### config.mk
export PLATFORM = sky130hd
export DESIGN_NAME = bcd_to_binary
export DESIGN_NICKNAME = d
export VERILOG_FILES = /design/src/rtl/bcd_to_binary.sv
export SDC_FILE = /design/constraint.sdc
export NUM_CORES = 1
export LEC_CHECK = 0
export CAP_MARGIN = 25
export CORE_MARGIN = 2
export CORE_UTILIZATION = 45
export CTS_CLUSTER_DIAMETER = 40
export CTS_CLUSTER_SIZE = 24
export DETAILED_ROUTE_END_ITERATION = 10
export PLACE_DENSITY = 0.66
export REMOVE_ABC_BUFFERS = 1
export SYNTH_ARGS = -nofsm -noshare
export SYNTH_HDL_FRONTEND = slang
export SYNTH_SLANG_ARGS = --single-unit
### constraint.sdc
create_clock -name clk -period 6.1 [get_ports clk]
set_input_delay 1.525 -clock clk [delete_from_list [all_inputs] [get_ports clk]]
set_output_delay 1.525 -clock clk [all_outputs]
set_load 0.02 [all_outputs]
### src/rtl/bcd_to_binary.sv
// Iterative 3-digit BCD to 8-bit binary converter (reverse double-dabble, one bit per clock).
// Start/done handshake; inputs above 255 or with non-decimal digits are flagged through err.
module bcd_to_binary (
  input  logic       clk,
  input  logic       rst_n,
  input  logic       start,
  input  logic [1:0] hunds,
  input  logic [3:0] tens,
  input  logic [3:0] units,
  output logic       busy,
  output logic       done,
  output logic [7:0] bin,
  output logic       err
);

  typedef enum logic [1:0] {IDLE, CONV, DONE} state_t;

  state_t     state_q, state_d;
  logic [9:0] bcd_q, bcd_d;
  logic [7:0] binsr_q, binsr_d;
  logic [2:0] cnt_q, cnt_d;
  logic [7:0] bin_q, bin_d;
  logic       err_q, err_d;

  logic [7:0] tens_x10;
  logic       invalid;
  logic [9:0] sh_bcd;
  logic [7:0] sh_bin;

  // Digit range and the >255 check are made on the raw inputs, not the captured copy.
  always_comb begin
    tens_x10 = {1'b0, tens, 3'b000} + {3'b000, tens, 1'b0};
    invalid  = (tens > 4'd9) || (units > 4'd9) || (hunds == 2'd3) ||
               ((hunds == 2'd2) && ((tens_x10 + {4'd0, units}) > 8'd55));
  end

  // One reverse double-dabble step: shift right, then undo the dabble on units and tens.
  always_comb begin
    sh_bcd = {1'b0, bcd_q[9:1]};
    sh_bin = {bcd_q[0], binsr_q[7:1]};
    if (sh_bcd[3:0] >= 4'd8) sh_bcd[3:0] = sh_bcd[3:0] - 4'd3;
    if (sh_bcd[7:4] >= 4'd8) sh_bcd[7:4] = sh_bcd[7:4] - 4'd3;
  end

  always_comb begin
    state_d = state_q;
    bcd_d   = bcd_q;
    binsr_d = binsr_q;
    cnt_d   = cnt_q;
    bin_d   = bin_q;
    err_d   = err_q;
    unique case (state_q)
      IDLE: begin
        if (start) begin
          bcd_d   = {hunds, tens, units};
          binsr_d = 8'h00;
          cnt_d   = 3'd0;
          if (invalid) begin
            state_d = DONE;
            bin_d   = 8'h00;
            err_d   = 1'b1;
          end else begin
            state_d = CONV;
          end
        end
      end
      CONV: begin
        bcd_d   = sh_bcd;
        binsr_d = sh_bin;
        cnt_d   = cnt_q + 3'd1;
        if (cnt_q == 3'd7) begin
          state_d = DONE;
          bin_d   = sh_bin;
          err_d   = 1'b0;
        end
      end
      DONE:    state_d = IDLE;
      default: state_d = IDLE;
    endcase
  end

  always_ff @(posedge clk) begin
    if (!rst_n) begin
      state_q <= IDLE;
      bcd_q   <= 10'd0;
      binsr_q <= 8'd0;
      cnt_q   <= 3'd0;
      bin_q   <= 8'd0;
      err_q   <= 1'b0;
    end else begin
      state_q <= state_d;
      bcd_q   <= bcd_d;
      binsr_q <= binsr_d;
      cnt_q   <= cnt_d;
      bin_q   <= bin_d;
      err_q   <= err_d;
    end
  end

  assign busy = (state_q != IDLE);
  assign done = (state_q == DONE);
  assign bin  = bin_q;
  assign err  = err_q;

endmodule

==> reports/results.ini, run 1 <==
[run_status]
status=finished clean

[global_route]
track_usage=0.1854
grt_pass1_vias=1411
grt_overflow=0
grt_pass1_wl_mm=6.244
grt_antenna_before_repair=0
grt_max_degree=27

[synthesis]
ys_seq_elements=31
netlist_area_um2=1732
synth-seq-area-share=0.3584
synthTopCellsByCount=dfxtp_1 (31), inv_1 (23), a22oi_1 (17), nor2b_1 (17), o21ai_0 (17)
synth.distinct_cells=35
synth_largest_area_cell=dfxtp_1
synth_flop_cell=dfxtp_1
yosysWarnings=0
syn_inst=199
yosysMostFrequentCell=dfxtp_1
synth_top_area_frac=0.3584
async_flop_share=0
synth_edf_count=0
avgSynthCellArea_um2=8.702
yosys-top-cells-area=dfxtp_1 (36%), ha_1 (9.4%), a22oi_1 (7.4%), nor2b_1 (6.1%), inv_1 (5.0%)

[worst_setup_path]
crit_type=in -> reg
start_kind=input port
cp.arrival_ps=4420
max_stage_delay_ps=520
crit_required_ps=6290
critPathCaptureType=flop
cp_max_fo=9
cp_cell_sequence=clkdlybuf4s50_1, inv_1, fa_1, inv_1, fa_1, a21o_1, a22o_1, a211oi_2, o211ai_2, o21ai_0
slowest_stage=clkdlybuf4s50_1

[timing]
period_needed_ps=4230
post-route-period-util=0.6935
setup_violations=0
finalSetupTns_ps=0
hold_viol=0
max_freq_mhz=236.4
drv_slew=0
worst_slew_pin_slew_ps=747.5
rsz0062_at_grt=false
slew_headroom=0.5001
finClkSkew_ps=6.011

[detailed_routing]
wl_per_cell_um=14.24
via_per_inst=5.483
vias=1475
ant_nets=0
drt-initial-drc-count=53
wl_mm=3.830
route.detailed.drc=0
first_pass_iters=4

[pwr]
internal-power_uw=333.8
p_switching_uw=135.0
p_seq_frac=0.478
clkPwrFrac=0.313
ir_drop_uv=148.1
leakage_uw=0.0007737
power.density_nw_per_um2=226.4
p_sw_frac=0.2880
p_comb_frac=0.209

[clock_network]
htreeDepth=2
cts_setup_buffers=0
cts_tree=done
clock-sinks=31
insertion_delay_ps=280
cts_made_buffers=5
cts_max_path_buffers=2
post_cts_resized=0
path_clk_slew_ps=60
cts-root-buf=clkbuf_8
cts-hold-fix-buffers=0

[layout]
stdcell_area_um2=2071
nFillCells=362
drive_above_1_share=0.05430
final_nets=250
syn_to_final_growth_pct=19.58
diodes=0

[die]
initial_utilization=0.4695
core_um2=3689
die_area_um2=4361
die_w_um=66.04
die_h_um=66.04
io_pins=24
row_count=22

[placed_design]
placed_cell_area_um2=1998
io_buffers=23
dpl.hpwl_mm=2.674
gp_congestion=0.9006

[min_path]
hold_class=reg -> reg

[run]
maxCapViolCount=0

routing by layer:
| layer | wire length (µm) | global-route usage | up-vias |
|---|---|---|---|
| met3 | 151 | 0.04600 | 2 |
| met5 | 0 | 0 | - |
| met2 | 1857 | 0.3258 | 34 |
| met1 | 1799 | 0.2222 | 703 |
| met4 | 22 | 0.05612 | 0 |
| li1 | - | - | 736 |
critical path, delay by kind of cell:
family / cells / cell delay (ps)
buffers and inverters: 3 / 690
AOI/OAI and AO/OA: 5 / 1190
adders and majority gates: 2 / 1010
stage by stage:
| stage | utilization | hold WS [ps] | setup slack (ps) | std cells | total power (µW) |
|---|---|---|---|---|---|
| 2_1_floorplan | - | 463.4 | 2352 | 190 | 289.5 |
| 3_3_place_gp | 0.5417 | 472.5 | 1720 | 263 | 321.5 |
| 3_5_place_dp | 0.5417 | 483.0 | 1597 | 263 | 325.4 |
| 4_1_cts | 0.5614 | 494.5 | 1888 | 269 | 470.9 |
| 5_1_grt | 0.5614 | 515.0 | 1756 | 269 | 491.7 |
| 6_report | 0.5614 | 494.8 | 1870 | 269 | 468.8 |
kinds of logic after synthesis:
| group | Yosys count | synth area share |
|---|---|---|
| buf+inv | 32 | 0.07225 |
| compound gates | 63 | 0.2529 |
| xor+xnor | 5 | 0.02529 |
| simple gates | 47 | 0.1395 |
| mux | 6 | 0.03468 |
| flops | 31 | 0.3584 |
| fa+ha+maj | 15 | 0.1171 |
sequential cells by signal, indices dropped and copies added, names as in the netlist:
| name | flops |
|---|---|
| bcd_q | 10 |
| bin | 8 |
| binsr_q | 7 |
| cnt_q | 3 |
| err | 1 |
| state_q | 2 |
final timing paths:
check                          start                   to  slack (ps)  cells after the start
min              bin[5]$_SDFFE_PN0P_  bin[5]$_SDFFE_PN0P_         490                      2
max reg2reg  state_q[0]$_SDFFE_PN0P_  bin[1]$_SDFFE_PN0P_        4340                      5
min reg2reg      bin[5]$_SDFFE_PN0P_  bin[5]$_SDFFE_PN0P_         490                      2
max                          tens[2]  bin[1]$_SDFFE_PN0P_        1870                     10
final cells by class:
type	count	area, µm²	area share
clock buffer	6	72.57	0.03505
inverter	23	86.33	0.04169
multi-input combinational	136	985.9	0.4761
sequential	31	620.6	0.2997
tap	48	60.06	0.02900
timing repair buffer	25	245.2	0.1184
power groups by stage:
stage	logic (µW)	registers [µW]	clock network (µW)
after global placement	93.6	228	0
after CTS	97.9	224	149
after detailed placement	97.0	228	0
final	97.8	224	147
after floorplan	63.0	227	0
after global routing	108	226	158
layout by cell type (no fill, tap or decap), types with 2 or more instances in the layout:
cell type	Yosys	layout
nor3_1	2	2
nor2b_1	17	17
clkbuf_8	0	5
inv_1	23	23
o21a_1	2	2
fa_1	2	2
and2_1	3	3
mux2i_1	6	6
a22oi_1	17	17
buf_4	0	2
a2bb2oi_1	2	2
xnor2_1	4	4
dfxtp_1	31	31
o221a_2	2	2
a21oi_1	9	9
clkdlybuf4s50_1	0	23
nor2_1	14	14
o21ai_0	17	17
nand2_1	7	7
ha_1	13	13
a211oi_1	4	4
No activity file was read; power rests on OpenSTA's default activity.
==> run 2: changes to the inputs <==
--- a/config.mk
+++ b/config.mk
@@ -11,7 +11,7 @@
 export CTS_CLUSTER_DIAMETER = 40
 export CTS_CLUSTER_SIZE = 24
 export DETAILED_ROUTE_END_ITERATION = 10
-export PLACE_DENSITY = 0.66
+export PLACE_DENSITY = 0.68
 export REMOVE_ABC_BUFFERS = 1
 export SYNTH_ARGS = -nofsm -noshare
 export SYNTH_HDL_FRONTEND = slang
==> constraint.sdc (replaced) <==
create_clock -name clk -period 3.85 [get_ports clk]
set_input_delay 0.9625 -clock clk [delete_from_list [all_inputs] [get_ports clk]]
set_output_delay 0.9625 -clock clk [all_outputs]
set_load 0.02 [all_outputs]
==> reports/results.ini, run 2 (synthesis results as in run 1) <==
[run_status]
status=finished clean  ; unchanged

[pwr]
p_comb_frac=0.206  ; was 0.209
clkPwrFrac=0.332  ; was 0.313
p_sw_frac=0.2842  ; was 0.2880
total_power_uw=770.7  ; was 468.8 µW
p_seq_frac=0.462  ; was 0.478
leakage_uw=0.0008028  ; was 0.0007737 µW
internal-power_uw=551.7  ; was 333.8 µW
p_switching_uw=219.0  ; was 135.0 µW
power.density_nw_per_um2=364.3  ; was 226.4 nW/µm²
ir_drop_uv=279.3  ; was 148.1 µV

[clock_network]
cts_max_path_buffers=2  ; unchanged
cts_made_buffers=5  ; unchanged
cts-root-buf=clkbuf_8  ; unchanged
cts-hold-fix-buffers=0  ; unchanged
cts_tree=done  ; unchanged
clock-sinks=31  ; unchanged
cts_setup_buffers=0  ; unchanged
path_clk_slew_ps=70  ; was 60 ps
htreeDepth=2  ; unchanged
insertion_delay_ps=280  ; about the same
post_cts_resized=0  ; unchanged

[global_route]
grt_max_degree=25  ; was 27
grt_pass1_vias=1424  ; was 1411
grt_antenna_before_repair=0  ; unchanged
grt_overflow=0  ; unchanged
track_usage=0.1950  ; was 0.1854
grt_pass1_wl_mm=6.513  ; was 6.244 mm

[timing]
hold_viol=0  ; unchanged
finClkSkew_ps=8.286  ; was 6.011 ps
slew_headroom=0.6249  ; was 0.5001
whs_ps=494.9  ; was 494.8 ps
drv_slew=0  ; unchanged
rsz0062_at_grt=false  ; unchanged
period_needed_ps=3570
setup_slack_ps=280.0  ; was 1870 ps
finalSetupTns_ps=0  ; unchanged
max_freq_mhz=280.1
setup_violations=0  ; unchanged
worst_slew_pin_slew_ps=560.6  ; was 747.5 ps
post-route-period-util=0.9273

[detailed_routing]
route.detailed.drc=0  ; unchanged
wl_per_cell_um=13.85  ; was 14.24 µm
wl_mm=3.795  ; was 3.830 mm
ant_nets=0  ; unchanged
vias=1456  ; was 1475
drt-initial-drc-count=75  ; was 53
via_per_inst=5.314  ; was 5.483
first_pass_iters=4  ; unchanged

[run]
maxCapViolCount=0  ; unchanged

[min_path]
whs_endpoint=bin[0]$_SDFFE_PN0P_  ; was bin[5]$_SDFFE_PN0P_
hold_class=reg -> reg  ; unchanged
worstHoldStart=bin[0]$_SDFFE_PN0P_  ; was bin[5]$_SDFFE_PN0P_
hold_depth=2  ; unchanged

[placed_design]
io_buffers=23  ; unchanged
dp_cells=267  ; was 263
gp_congestion=0.7924  ; was 0.9006
dpl.hpwl_mm=2.740  ; was 2.674 mm
place_ws_ps=-23.63  ; was 1597 ps

[worst_setup_path]
cp_cell_sequence=clkdlybuf4s50_1, inv_1, fa_1, inv_1, fa_1, a21o_1, a22o_1, a211oi_2, o211ai_2, o32ai_2  ; was clkdlybuf4s50_1, inv_1, fa_1, inv_1, fa_1, a21o_1, a22o_1, a211oi_2, o211ai_2, o21ai_0
max_stage_delay_ps=530  ; was 520 ps
cp_max_fo=9  ; unchanged
critPathCaptureType=flop  ; unchanged
critPathBufInv=3  ; unchanged
crit_type=in -> reg  ; unchanged
slowest_stage=fa_1  ; was clkdlybuf4s50_1
crit_required_ps=4050  ; was 6290 ps
start_kind=input port  ; unchanged
r2r_setup_slack_ps=1840  ; was 4340 ps
cp.arrival_ps=3770  ; was 4420 ps
reg2reg_depth=6  ; was 5
rr_startpoint=state_q[0]$_SDFFE_PN0P_  ; unchanged
cp_top_family=compound AO/OA/AOI/OAI gates  ; unchanged
r2r-end=bin[4]$_SDFFE_PN0P_  ; was bin[1]$_SDFFE_PN0P_

[layout]
syn_to_final_growth_pct=22.18  ; was 19.58%
mostFrequentLayoutCells=dfxtp_1 (31), inv_1 (23), clkdlybuf4s50_1 (23)  ; unchanged
final_nets=254  ; was 250
diodes=0  ; unchanged
top_register=bcd_q  ; unchanged
instances_no_fill=274  ; was 269
drive_above_1_share=0.07965  ; was 0.05430
final_common_cell=dfxtp_1  ; unchanged
largest_register_ffs=10  ; unchanged

[die]
die_w_um=66.04  ; unchanged
core_um2=3689  ; unchanged
die_area_um2=4361  ; unchanged
io_pins=24  ; unchanged
initial_utilization=0.4695  ; unchanged
row_count=22  ; unchanged
die_h_um=66.04  ; unchanged

## run 2: layout make-up
cell class,count,area (µm²)
Clock buffer,6,82.58
Clock inverter,1,5.005
Fill cell,344,1573
Inverter,23,86.33
Multi-Input combinational cell,136,985.9
Sequential cell,31,620.6
Tap cell,48,60.06
Timing Repair Buffer,29,275.3
## run 2: worst max path at each step
stage / from / to / cells after the start
after CTS: tens[0] / state_q[0]$_SDFFE_PN0P_ / 10
after floorplan: tens[0] / err$_SDFFE_PN0P_ / 9
after global routing: tens[0] / state_q[0]$_SDFFE_PN0P_ / 10
final: tens[0] / state_q[0]$_SDFFE_PN0P_ / 10
after global placement: tens[0] / state_q[0]$_SDFFE_PN0P_ / 10
after detailed placement: tens[0] / state_q[0]$_SDFFE_PN0P_ / 10
## run 2: metal layers
| layer | up-vias | global-route usage | share of wire |
|---|---|---|---|
| met5 | - | 0 | 0 |
| met4 | 0 | 0.03827 | 0.0061 |
| met3 | 3 | 0.04770 | 0.035 |
| met2 | 31 | 0.3258 | 0.47 |
| met1 | 680 | 0.2569 | 0.49 |
| li1 | 742 | - | - |
## run 2: power by group through the flow
stage | sequential [µW] | clock, µW | combinational, µW
CTS | 355 | 261 | 159
global placement | 361 | 0 | 154
finish | 356 | 256 | 159
floorplan | 359 | 0 | 99.8
detailed placement | 362 | 0 | 158
global route | 358 | 276 | 176
## run 2: through the flow
stage / area, µm² / util
floorplan: 1693 / -
global placement: 2028 / 0.5499
detailed placement: 2028 / 0.5499
CTS: 2116 / 0.5736
global route: 2116 / 0.5736
finish: 2116 / 0.5736
## run 2: worst register-to-register path, stage by stage (launching register included)
cell and delay, ps:
dfxtp_1 610, nor2b_1 190, buf_4 280, nand2_1 130, nor2_1 450, a22oi_1 170
o21ai_0 100
==> run 3: changes to the inputs <==
==> constraint.sdc (replaced) <==
create_clock -name clk -period 3 [get_ports clk]
set_input_delay 0.75 -clock clk [delete_from_list [all_inputs] [get_ports clk]]
set_output_delay 0.75 -clock clk [all_outputs]
set_load 0.02 [all_outputs]
==> reports/results.ini, run 3 (synthesis results as in run 1) <==
[run_status]
status=finished clean  ; unchanged

[worst_setup_path]
critPathBufInv=4  ; was 3
start_kind=input port  ; unchanged
crit_required_ps=3190  ; was 4050 ps
crit_type=in -> reg  ; unchanged
cp_common_cell=inv_2
cp_max_fo=5  ; was 9
cp.arrival_ps=3050  ; was 3770 ps
cp_cell_sequence=clkbuf_2, inv_2, fa_1, inv_2, fa_2, a21o_1, a22o_1, a211oi_2, buf_4, o211ai_4, o32ai_2  ; was clkdlybuf4s50_1, inv_1, fa_1, inv_1, fa_1, a21o_1, a22o_1, a211oi_2, o211ai_2, o32ai_2
cp_top_family=compound AO/OA/AOI/OAI gates  ; unchanged
critPathCaptureType=flop  ; unchanged
slowest_stage=fa_1  ; unchanged
max_stage_delay_ps=550  ; was 530 ps

[layout]
syn_to_final_growth_pct=28.76  ; was 22.18%
nFillCells=336  ; was 344
final_common_cell=dfxtp_1  ; unchanged
seqCellArea_um2=620.6  ; unchanged
mostFrequentLayoutCells=dfxtp_1 (31), inv_1 (19)  ; was dfxtp_1 (31), inv_1 (23), clkdlybuf4s50_1 (23)
largest_register_ffs=10  ; unchanged
diodes=0  ; unchanged
multi_input_area_um2=1047  ; was 985.9 µm²
top_register=bcd_q  ; unchanged
drive_above_1_share=0.1737  ; was 0.07965
final_nets=264  ; was 254
instances_no_fill=284  ; was 274
post-route-util=0.6045  ; was 0.5736

[detailed_routing]
first_pass_iters=4  ; unchanged
route.detailed.drc=0  ; unchanged
vias=1516  ; was 1456
drt-initial-drc-count=68  ; was 75
via_per_inst=5.338  ; was 5.314
ant_nets=0  ; unchanged
wl_mm=4.028  ; was 3.795 mm
wl_per_cell_um=14.18  ; was 13.85 µm

[clock_network]
cts-root-buf=clkbuf_8  ; unchanged
cts_made_buffers=5  ; unchanged
insertion_delay_ps=280  ; about the same
cts_max_path_buffers=2  ; unchanged
path_clk_slew_ps=60  ; was 70 ps
clock-sinks=31  ; unchanged
cts_tree=done  ; unchanged
htreeDepth=2  ; unchanged
cts-hold-fix-buffers=0  ; unchanged

[pwr]
leakage_uw=0.0008553  ; was 0.0008028 µW
p_switching_uw=287.7  ; was 219.0 µW
p_comb_frac=0.225  ; was 0.206
ir_drop_uv=345.5  ; was 279.3 µV
total_power_uw=1008  ; was 770.7 µW
p_sw_frac=0.2855  ; was 0.2842
p_seq_frac=0.453  ; was 0.462
clkPwrFrac=0.322  ; was 0.332
power.density_nw_per_um2=451.9  ; was 364.3 nW/µm²
internal-power_uw=719.9  ; was 551.7 µW

[placed_design]
gp_congestion=0.8488  ; was 0.7924
io_buffers=23  ; unchanged
dpl.hpwl_mm=2.895  ; was 2.740 mm
dp_cells=275  ; was 267

[global_route]
track_usage=0.2153  ; was 0.1950
grt_antenna_before_repair=0  ; unchanged
grt_pass1_wl_mm=7.176  ; was 6.513 mm
grt_max_degree=22  ; was 25
grt_pass1_vias=1565  ; was 1424
grt_overflow=0  ; unchanged

[timing]
finalSetupTns_ps=0  ; unchanged
max_freq_mhz=350.3
hold_viol=0  ; unchanged
whs_ps=486.2  ; was 494.9 ps
setup_violations=0  ; unchanged
drv_slew=0  ; unchanged
post-route-period-util=0.9517
worst_slew_pin_slew_ps=575.2  ; was 560.6 ps
rsz0062_at_grt=false  ; unchanged
period_needed_ps=2855
finClkSkew_ps=3.985  ; was 8.286 ps
slew_headroom=0.6153  ; was 0.6249

[die]
core_um2=3689  ; unchanged
die_w_um=66.04  ; unchanged
row_count=22  ; unchanged
die_area_um2=4361  ; unchanged
die_h_um=66.04  ; unchanged
io_pins=24  ; unchanged
initial_utilization=0.4695  ; unchanged

[run]
maxCapViolCount=0  ; unchanged

[min_path]
hold_class=reg -> reg  ; unchanged

run 3: metal layers:
metal,global-route usage,share of wire,wire length (µm),vias up
met1,0.2694,0.46,1865,715
li1,-,-,-,767
met3,0.05792,0.036,143,6
met5,0,0,0,-
met4,0.04082,0.0072,29,0
met2,0.3737,0.49,1990,28
run 3: layout make-up:
class	instances	share of cell area
timing repair buffer	38	0.1470
tap	48	0.02694
inverter	23	0.03872
sequential	31	0.2783
clock buffer	6	0.03704
multi-input combinational	137	0.4697
clock inverter	1	0.002245
run 3: worst paths after layout:
path                           startpoint                      end  slack [ps]  cells past startpoint
setup / recovery                  tens[2]  state_q[0]$_SDFFE_PN0P_         140                     11
hold reg to reg       bin[2]$_SDFFE_PN0P_      bin[2]$_SDFFE_PN0P_         490                      2
setup reg to reg  state_q[0]$_SDFFE_PN0P_      bin[1]$_SDFFE_PN0P_        1250                      5
hold / removal        bin[2]$_SDFFE_PN0P_      bin[2]$_SDFFE_PN0P_         490                      2
run 3: what timing repair did:
| item | in CTS | in global routing |
|---|---|---|
| pin swaps | 11 | 8 |
| setup buffers | 1 | 0 |
| endpoints found under the hold margin | 0 | 0 |
| gates cloned | 1 | 0 |
| resized for setup | 16 | 8 |
| setup endpoints to repair | 11 | 6 |
run 3: power groups by stage:
| stage | clock (µW) | combinational (µW) | sequential [µW] |
|---|---|---|---|
| 6_report | 325 | 226 | 457 |
| 4_1_cts | 331 | 227 | 456 |
| 2_1_floorplan | 0 | 128 | 461 |
| 3_5_place_dp | 0 | 213 | 465 |
| 3_3_place_gp | 0 | 207 | 464 |
| 5_1_grt | 350 | 251 | 460 |
run 3: through the flow:
step	setup slack [ps]	cell area, µm²
global placement	-613.2	2088
floorplan	26.98	1693
detailed placement	-697.1	2088
CTS	7.323	2237
global route	61.18	2230
finish	145.0	2230
run 3: worst register-to-register path: stages, from the launching register on:
cell,delay (ps)
dfxtp_1,610
nor2b_1,240
nand2_1,110
nor2_1,450
a22oi_1,170
o21ai_0,100
